===== src/rtl/riscv_timer_pkg.sv =====
// Shared definitions for the memory-mapped machine timer: register offsets,
// CTRL bit positions, bus constants and the byte-mask merge helper.
package riscv_timer_pkg;

  localparam int          DBUS_MASK       = 4;
  localparam logic [31:0] TIMER_BASE_ADDR = 32'h0200_0000;
  localparam logic [63:0] TIMER_CMP_RESET = 64'hFFFF_FFFF_FFFF_FFFF;
  localparam int          TIMER_INT_IDX   = 0;

  localparam int CTRL_EN_BIT = 0;
  localparam int CTRL_IE_BIT = 1;

  // Word index taken from addr[4:2]
  typedef enum logic [2:0] {
    TIMER_CTRL     = 3'd0,
    TIMER_PRESCALE = 3'd1,
    TIMER_TIME_LO  = 3'd2,
    TIMER_TIME_HI  = 3'd3,
    TIMER_CMP_LO   = 3'd4,
    TIMER_CMP_HI   = 3'd5
  } timer_reg_e;

  function automatic logic [31:0] apply_mask(input logic [31:0]          old_val,
                                             input logic [31:0]          wdata,
                                             input logic [DBUS_MASK-1:0] mask);
    logic [31:0] res;
    res = old_val;
    for (int i = 0; i < DBUS_MASK; i++) begin
      if (mask[i]) begin
        res[8*i +: 8] = wdata[8*i +: 8];
      end else begin
        res[8*i +: 8] = old_val[8*i +: 8];
      end
    end
    return res;
  endfunction

endpackage


===== src/rtl/riscv_timer_prescaler.sv =====
// Tick generator for the machine timer; only built when TIMER_PRESCALE_EN
// is defined (otherwise the timer ticks directly from CTRL.EN).
`ifdef TIMER_PRESCALE_EN
module timer_prescaler (
  input  logic        clk,
  input  logic        rst,
  input  logic        en,
  input  logic [15:0] prescale,
  input  logic        clr,
  output logic        tick
);

  logic [15:0] cnt_r;
  logic [15:0] cnt_next_s;

  assign tick = en & (cnt_r == prescale);

  // Counter advances only while enabled; a PRESCALE write restarts it
  always_comb begin
    cnt_next_s = cnt_r;
    if (clr) begin
      cnt_next_s = 16'd0;
    end else if (tick) begin
      cnt_next_s = 16'd0;
    end else if (en) begin
      cnt_next_s = cnt_r + 16'd1;
    end else begin
      cnt_next_s = cnt_r;
    end
  end

  // Counter register
  always_ff @(posedge clk or negedge rst) begin
    if (!rst) begin
      cnt_r <= 16'd0;
    end else begin
      cnt_r <= cnt_next_s;
    end
  end

endmodule
`endif


===== src/rtl/riscv_timer.sv =====
// Memory-mapped 64-bit machine timer (mtime/mtimecmp) with a level interrupt.
// Optional feature macro: TIMER_PRESCALE_EN (programmable tick prescaler).
module riscv_timer
  import riscv_timer_pkg::*;
#(
  parameter logic [63:0] CMP_RESET = TIMER_CMP_RESET
) (
  input  logic                 clk,
  input  logic                 rst,
  input  logic                 I_req,
  input  logic                 I_we,
  input  logic [31:0]          I_addr,
  input  logic [31:0]          I_wdata,
  input  logic [DBUS_MASK-1:0] I_mask,
  output logic [31:0]          O_rdata,
  output logic                 O_ready,
  output logic                 O_timer_int
);

  logic [1:0]  ctrl_r;
  logic [1:0]  ctrl_next_s;
  logic [63:0] mtime_r;
  logic [63:0] mtime_next_s;
  logic [63:0] mtimecmp_r;
  logic [63:0] mtimecmp_next_s;
  logic [31:0] hi_shadow_r;
  logic [31:0] hi_shadow_next_s;
  logic        pend_r;
  logic [31:0] pend_rdata_r;
  logic        ready_r;
  logic [31:0] rdata_r;
  logic        int_r;
  logic [31:0] rd_data_s;
  logic        tick_s;
  logic        wr_s;
  logic        rd_s;
  timer_reg_e  reg_sel_s;
  logic        unused_addr_s;

  assign wr_s          = I_req & I_we;
  assign rd_s          = I_req & ~I_we;
  assign reg_sel_s     = timer_reg_e'(I_addr[4:2]);
  assign unused_addr_s = ^{I_addr[31:5], I_addr[1:0]};

`ifdef TIMER_PRESCALE_EN
  logic [15:0] prescale_r;
  logic [15:0] prescale_next_s;
  logic        prescale_wr_s;

  assign prescale_wr_s = wr_s & (reg_sel_s == TIMER_PRESCALE);

  // Byte-masked PRESCALE update
  always_comb begin
    prescale_next_s = prescale_r;
    if (prescale_wr_s) begin
      if (I_mask[0]) begin
        prescale_next_s[7:0] = I_wdata[7:0];
      end else begin
        prescale_next_s[7:0] = prescale_r[7:0];
      end
      if (I_mask[1]) begin
        prescale_next_s[15:8] = I_wdata[15:8];
      end else begin
        prescale_next_s[15:8] = prescale_r[15:8];
      end
    end else begin
      prescale_next_s = prescale_r;
    end
  end

  // PRESCALE register
  always_ff @(posedge clk or negedge rst) begin
    if (!rst) begin
      prescale_r <= 16'd0;
    end else begin
      prescale_r <= prescale_next_s;
    end
  end

  timer_prescaler u_prescaler (
    .clk      (clk),
    .rst      (rst),
    .en       (ctrl_r[CTRL_EN_BIT]),
    .prescale (prescale_r),
    .clr      (prescale_wr_s),
    .tick     (tick_s)
  );
`else
  assign tick_s = ctrl_r[CTRL_EN_BIT];
`endif

  // Register writes; an mtime write replaces the tick increment for all 64 bits
  always_comb begin
    ctrl_next_s      = ctrl_r;
    mtimecmp_next_s  = mtimecmp_r;
    hi_shadow_next_s = hi_shadow_r;
    if (tick_s) begin
      mtime_next_s = mtime_r + 64'd1;
    end else begin
      mtime_next_s = mtime_r;
    end
    if (wr_s) begin
      case (reg_sel_s)
        TIMER_CTRL: begin
          if (I_mask[0]) begin
            ctrl_next_s = I_wdata[1:0];
          end else begin
            ctrl_next_s = ctrl_r;
          end
        end
        TIMER_TIME_LO: mtime_next_s = {mtime_r[63:32], apply_mask(mtime_r[31:0], I_wdata, I_mask)};
        TIMER_TIME_HI: mtime_next_s = {apply_mask(mtime_r[63:32], I_wdata, I_mask), mtime_r[31:0]};
        TIMER_CMP_LO:  mtimecmp_next_s = {mtimecmp_r[63:32], apply_mask(mtimecmp_r[31:0], I_wdata, I_mask)};
        TIMER_CMP_HI:  mtimecmp_next_s = {apply_mask(mtimecmp_r[63:32], I_wdata, I_mask), mtimecmp_r[31:0]};
        default:       ctrl_next_s = ctrl_r;
      endcase
    end else if (rd_s && (reg_sel_s == TIMER_TIME_LO)) begin
      hi_shadow_next_s = mtime_r[63:32];
    end else begin
      hi_shadow_next_s = hi_shadow_r;
    end
  end

  // Read mux; MTIME_HI returns the half latched by the last MTIME_LO read
  always_comb begin
    rd_data_s = 32'd0;
    if (rd_s) begin
      case (reg_sel_s)
        TIMER_CTRL:     rd_data_s = {30'd0, ctrl_r};
`ifdef TIMER_PRESCALE_EN
        TIMER_PRESCALE: rd_data_s = {16'd0, prescale_r};
`else
        TIMER_PRESCALE: rd_data_s = 32'd0;
`endif
        TIMER_TIME_LO:  rd_data_s = mtime_r[31:0];
        TIMER_TIME_HI:  rd_data_s = hi_shadow_r;
        TIMER_CMP_LO:   rd_data_s = mtimecmp_r[31:0];
        TIMER_CMP_HI:   rd_data_s = mtimecmp_r[63:32];
        default:        rd_data_s = 32'd0;
      endcase
    end else begin
      rd_data_s = 32'd0;
    end
  end

  // Architectural state
  always_ff @(posedge clk or negedge rst) begin
    if (!rst) begin
      ctrl_r      <= 2'd0;
      mtime_r     <= 64'd0;
      mtimecmp_r  <= CMP_RESET;
      hi_shadow_r <= 32'd0;
    end else begin
      ctrl_r      <= ctrl_next_s;
      mtime_r     <= mtime_next_s;
      mtimecmp_r  <= mtimecmp_next_s;
      hi_shadow_r <= hi_shadow_next_s;
    end
  end

  // Two-stage response pipe: capture at the sampling edge, present one edge later
  always_ff @(posedge clk or negedge rst) begin
    if (!rst) begin
      pend_r       <= 1'b0;
      pend_rdata_r <= 32'd0;
      ready_r      <= 1'b0;
      rdata_r      <= 32'd0;
    end else begin
      pend_r       <= I_req;
      pend_rdata_r <= rd_data_s;
      ready_r      <= pend_r;
      rdata_r      <= pend_rdata_r;
    end
  end

  // Level interrupt, unsigned 64-bit compare
  always_ff @(posedge clk or negedge rst) begin
    if (!rst) begin
      int_r <= 1'b0;
    end else begin
      int_r <= ctrl_r[CTRL_IE_BIT] & (mtime_r >= mtimecmp_r);
    end
  end

  assign O_ready     = ready_r;
  assign O_rdata     = rdata_r;
  assign O_timer_int = int_r;

endmodule


===== config.mk =====
export PLATFORM = sky130hd
export DESIGN_NAME = riscv_timer
export DESIGN_NICKNAME = d
export VERILOG_FILES = /design/src/rtl/riscv_timer_pkg.sv /design/src/rtl/riscv_timer_prescaler.sv /design/src/rtl/riscv_timer.sv
export SDC_FILE = /design/constraint.sdc
export NUM_CORES = 1
export LEC_CHECK = 0
export CAP_MARGIN = 5
export CORE_ASPECT_RATIO = 0.8
export CORE_MARGIN = 1
export CORE_UTILIZATION = 58
export DETAILED_ROUTE_END_ITERATION = 6
export PLACE_DENSITY = 0.9
export REMOVE_ABC_BUFFERS = 1
export SLEW_MARGIN = 20
export SYNTH_ARGS = -nofsm -noshare
export SYNTH_HDL_FRONTEND = slang
export SYNTH_SLANG_ARGS = --single-unit

===== constraint.sdc =====
create_clock -name clk -period 3.4 [get_ports clk]
set_input_delay 0.68 -clock clk [delete_from_list [all_inputs] [get_ports clk]]
set_output_delay 0.68 -clock clk [all_outputs]
set_load 0.1 [all_outputs]

==> metrics <==
result of the run=completed; post-synthesis mux area share=7.22%; pwr dens=603 nW/µm²; cell breakdown of the critical path=and4_1, or4b_1, nor3_2, nand3_1, o311a_1, a211o_1; CTS H-Tree Depth=1; Tcrit/Tclk final=85.3%; die width=163 µm; Overall Global Routing Usage=34.0%; TritonCTS clock tree=built; total instance count after detailed placement=1527; CTS root buf=clkbuf_16; remaining global-route overflow=0; Post-Synth XOR/XNOR Area=0.512%; RSZ-0062 raised after global routing=false; fill cell total of the finished layout=1472; gate count of the mapped netlist=1201; Arrival @ worst endpoint=3.31 ns; count of pins on the block boundary=106; maximum clock frequency=345 MHz; mean area per synthesized cell=9.98 µm²; top fanout value on the critical path=10; Clock Latency Late Sink=0.53 ns; unique cell type count in the Yosys netlist=62; number of global-route vias before repair=10200; Finish-stage setup viols=0; CP peak stage delay=0.62 ns; main combinational cell family by area after synthesis=compound AO/OA/AOI/OAI gates; floorplan row count=46; routed length per instance=22.4 µm; fraction of synthesis flops using an asynchronous set or reset pin=100%; final HPWL from detailed placement=25100 µm; Leak Pwr=5.89 nW; wire length of the first global-routing pass=55500 µm; CP required=3.81 ns; final routed DRC violation total=0; number of clock buffers inserted by TritonCTS=24; ANT nets after route=0; first-iteration detailed-routing DRC count=1627; Simple-Gate Fraction of Synth Area=15.0%; adder-cell share of the synthesized area=6.79%; category of the worst setup path capture point=flop; number of nets in the layout=1426; actual slew at the worst max-slew pin=0.971 ns; initial antenna violation count=0; Final Instance Count excl. Fillers=1571; startpoint types=flop; Min Clock Period, post-route=2.90 ns; area of the mapped netlist=12000 µm²; number of inserted diodes=0; part of the Yosys area used for sequential elements=48.5%; most frequently used flop master after synthesis=dfrtp_1; number of clock sinks=229; count of maximum capacitance violations=0; number of hold violations in the final report=0; number of buffers added to fix hold violations after cts=0; maximum buffer depth of the clock tree=3; router iterations before antenna repair=7; Crit Path Category=reg2reg; number of register bits inferred by synthesis=229; tightest slew margin relative to the limit=35.1%; Max IR drop VDD=0.482 mV; die boundary height=131 µm; Avg Vias per Cell=6.70; clock slew seen by the registers of the worst setup and hold paths=0.07 ns; critical path buffer and inverter count=0; ratio of cells with drive above 1 in the final layout=19.7%; family of cells with the greatest summed delay on the critical path=simple AND/OR/NAND/NOR gates; Area growth syn-to-layout=17.4%; pin count of the biggest net entering global routing=102; complex-gate fraction of the synthesized area=17.6%; port buffer count=76; number of warnings reported in the yosys synthesis log=0; max-slew violation total from the final report=0; routability congestion estimate from global placement=1.05; number of enable flip-flop cells after synthesis=0; effective utilization at floorplan=59.8%; cell with the largest stage delay on the worst path=or4b_1; overall via count from detail_route=10500; post-detailed-routing wire length=35100 µm; utilization after layout=70.2%; Post-CTS Setup Repair Bufs=0; Die Footprint=21200 µm²; core area=20000 µm²; worst-case clock skew=0.0146 ns; cells resized by post-CTS repair=0; Hold WC Path Type=in2async
## placed cells by master (no fill, tap or decap), types with 5 or more instances in the layout
| cell | n |
|---|---|
| nor3_1 | 22 |
| clkdlybuf4s50_1 | 64 |
| dfrtp_1 | 165 |
| and3_1 | 17 |
| o22ai_1 | 8 |
| buf_4 | 53 |
| inv_1 | 75 |
| o221a_2 | 8 |
| buf_12 | 5 |
| nand3_1 | 48 |
| clkinv_2 | 6 |
| nor2_1 | 65 |
| a22oi_1 | 67 |
| clkbuf_16 | 25 |
| nand2_1 | 103 |
| o21ai_0 | 67 |
| and4_1 | 14 |
| and2_1 | 6 |
| dfstp_2 | 64 |
| or3_1 | 7 |
| nor4_1 | 11 |
| nand4_1 | 37 |
| mux2_2 | 75 |
| ha_1 | 65 |
| o21a_1 | 7 |
| clkbuf_1 | 6 |
| a21oi_1 | 101 |
| a31oi_1 | 11 |
| a211oi_1 | 14 |
## synth_stat cells, drive strengths merged, types with 48 or more instances
cell type / n / area [µm²]
inv: 75 / 282
dfrtp: 165 / 4130
mux2: 75 / 845
nor2: 67 / 251
nand2: 104 / 393
a22oi: 67 / 503
nand3: 48 / 240
dfstp: 64 / 1680
ha: 65 / 813
o21ai: 67 / 335
a21oi: 101 / 505
clkbuf: 54 / 203
## power by group
part           switching [mW]  internal, mW
Clock                    1.10          1.66
Combinational            1.12         0.808
Sequential              0.506          3.30
Total                    2.72          5.77
## cells by family (layout without fill, tap and decap cells)
group | after synthesis | count (layout)
compound gates | 330 | 330
simple gates | 356 | 356
fa+ha+maj | 65 | 65
mux | 77 | 77
flops | 229 | 229
buf+inv | 137 | 243
xor+xnor | 7 | 7
## layout make-up
type,count,area [µm²],share of cell area [%]
clock buffer,35,703,5.00
clock inverter,9,120,0.854
inverter,76,285,2.03
multi-input combinational,835,5670,40.3
sequential,229,5810,41.3
tap,264,330,2.35
timing repair buffer,123,1150,8.20
## path summary, 6_finish.rpt
path / startpoint / end / slack, ns / depth (start not counted)
min: rst / pend_rdata_r[9] / 0.09 / 1
max reg2reg: mtime_r[4] / mtime_r[58] / 0.50 / 6
min reg2reg: pend_rdata_r[12] / O_rdata[12] / 0.35 / 0
max in group asynchronous: rst / mtimecmp_r[18] / 2.37 / 2
min in group clk: pend_rdata_r[12] / O_rdata[12] / 0.35 / 0
max: mtime_r[4] / mtime_r[58] / 0.50 / 6
## state kept, by name, summed over array words and instances, names as in the netlist
name	cells
mtime_r	64
mtimecmp_r	64
O_rdata	32
hi_shadow_r	32
pend_rdata_r	32
ctrl_r	2
O_ready	1
O_timer_int	1
pend_r	1
## through the flow
step	TNS (ns)	hold WS, ns	total power, mW	setup WS [ns]	instance area, µm²
6_report	0	0.0907	8.49	0.500	14100
5_1_grt	0	0.138	8.87	0.369	14100
4_1_cts	0	0.115	8.44	0.580	14100
3_5_place_dp	0	0.335	5.69	0.393	13200
3_3_place_gp	0	0.332	5.54	0.406	13200
2_1_floorplan	-86.77	0.331	4.92	-1.39	11700
## routing by layer
metal / routed length, µm / global-route usage (%) / vias up / share of wire [%]
met2: 15300 / 52.8 / 695 / 44
met1: 14300 / 47.4 / 5113 / 41
met5: 0 / 0 / - / 0
li1: - / - / 4617 / -
met4: 1080 / 9.40 / 0 / 3.1
met3: 4390 / 8.62 / 103 / 12
Power figures use the tool's default switching activity.
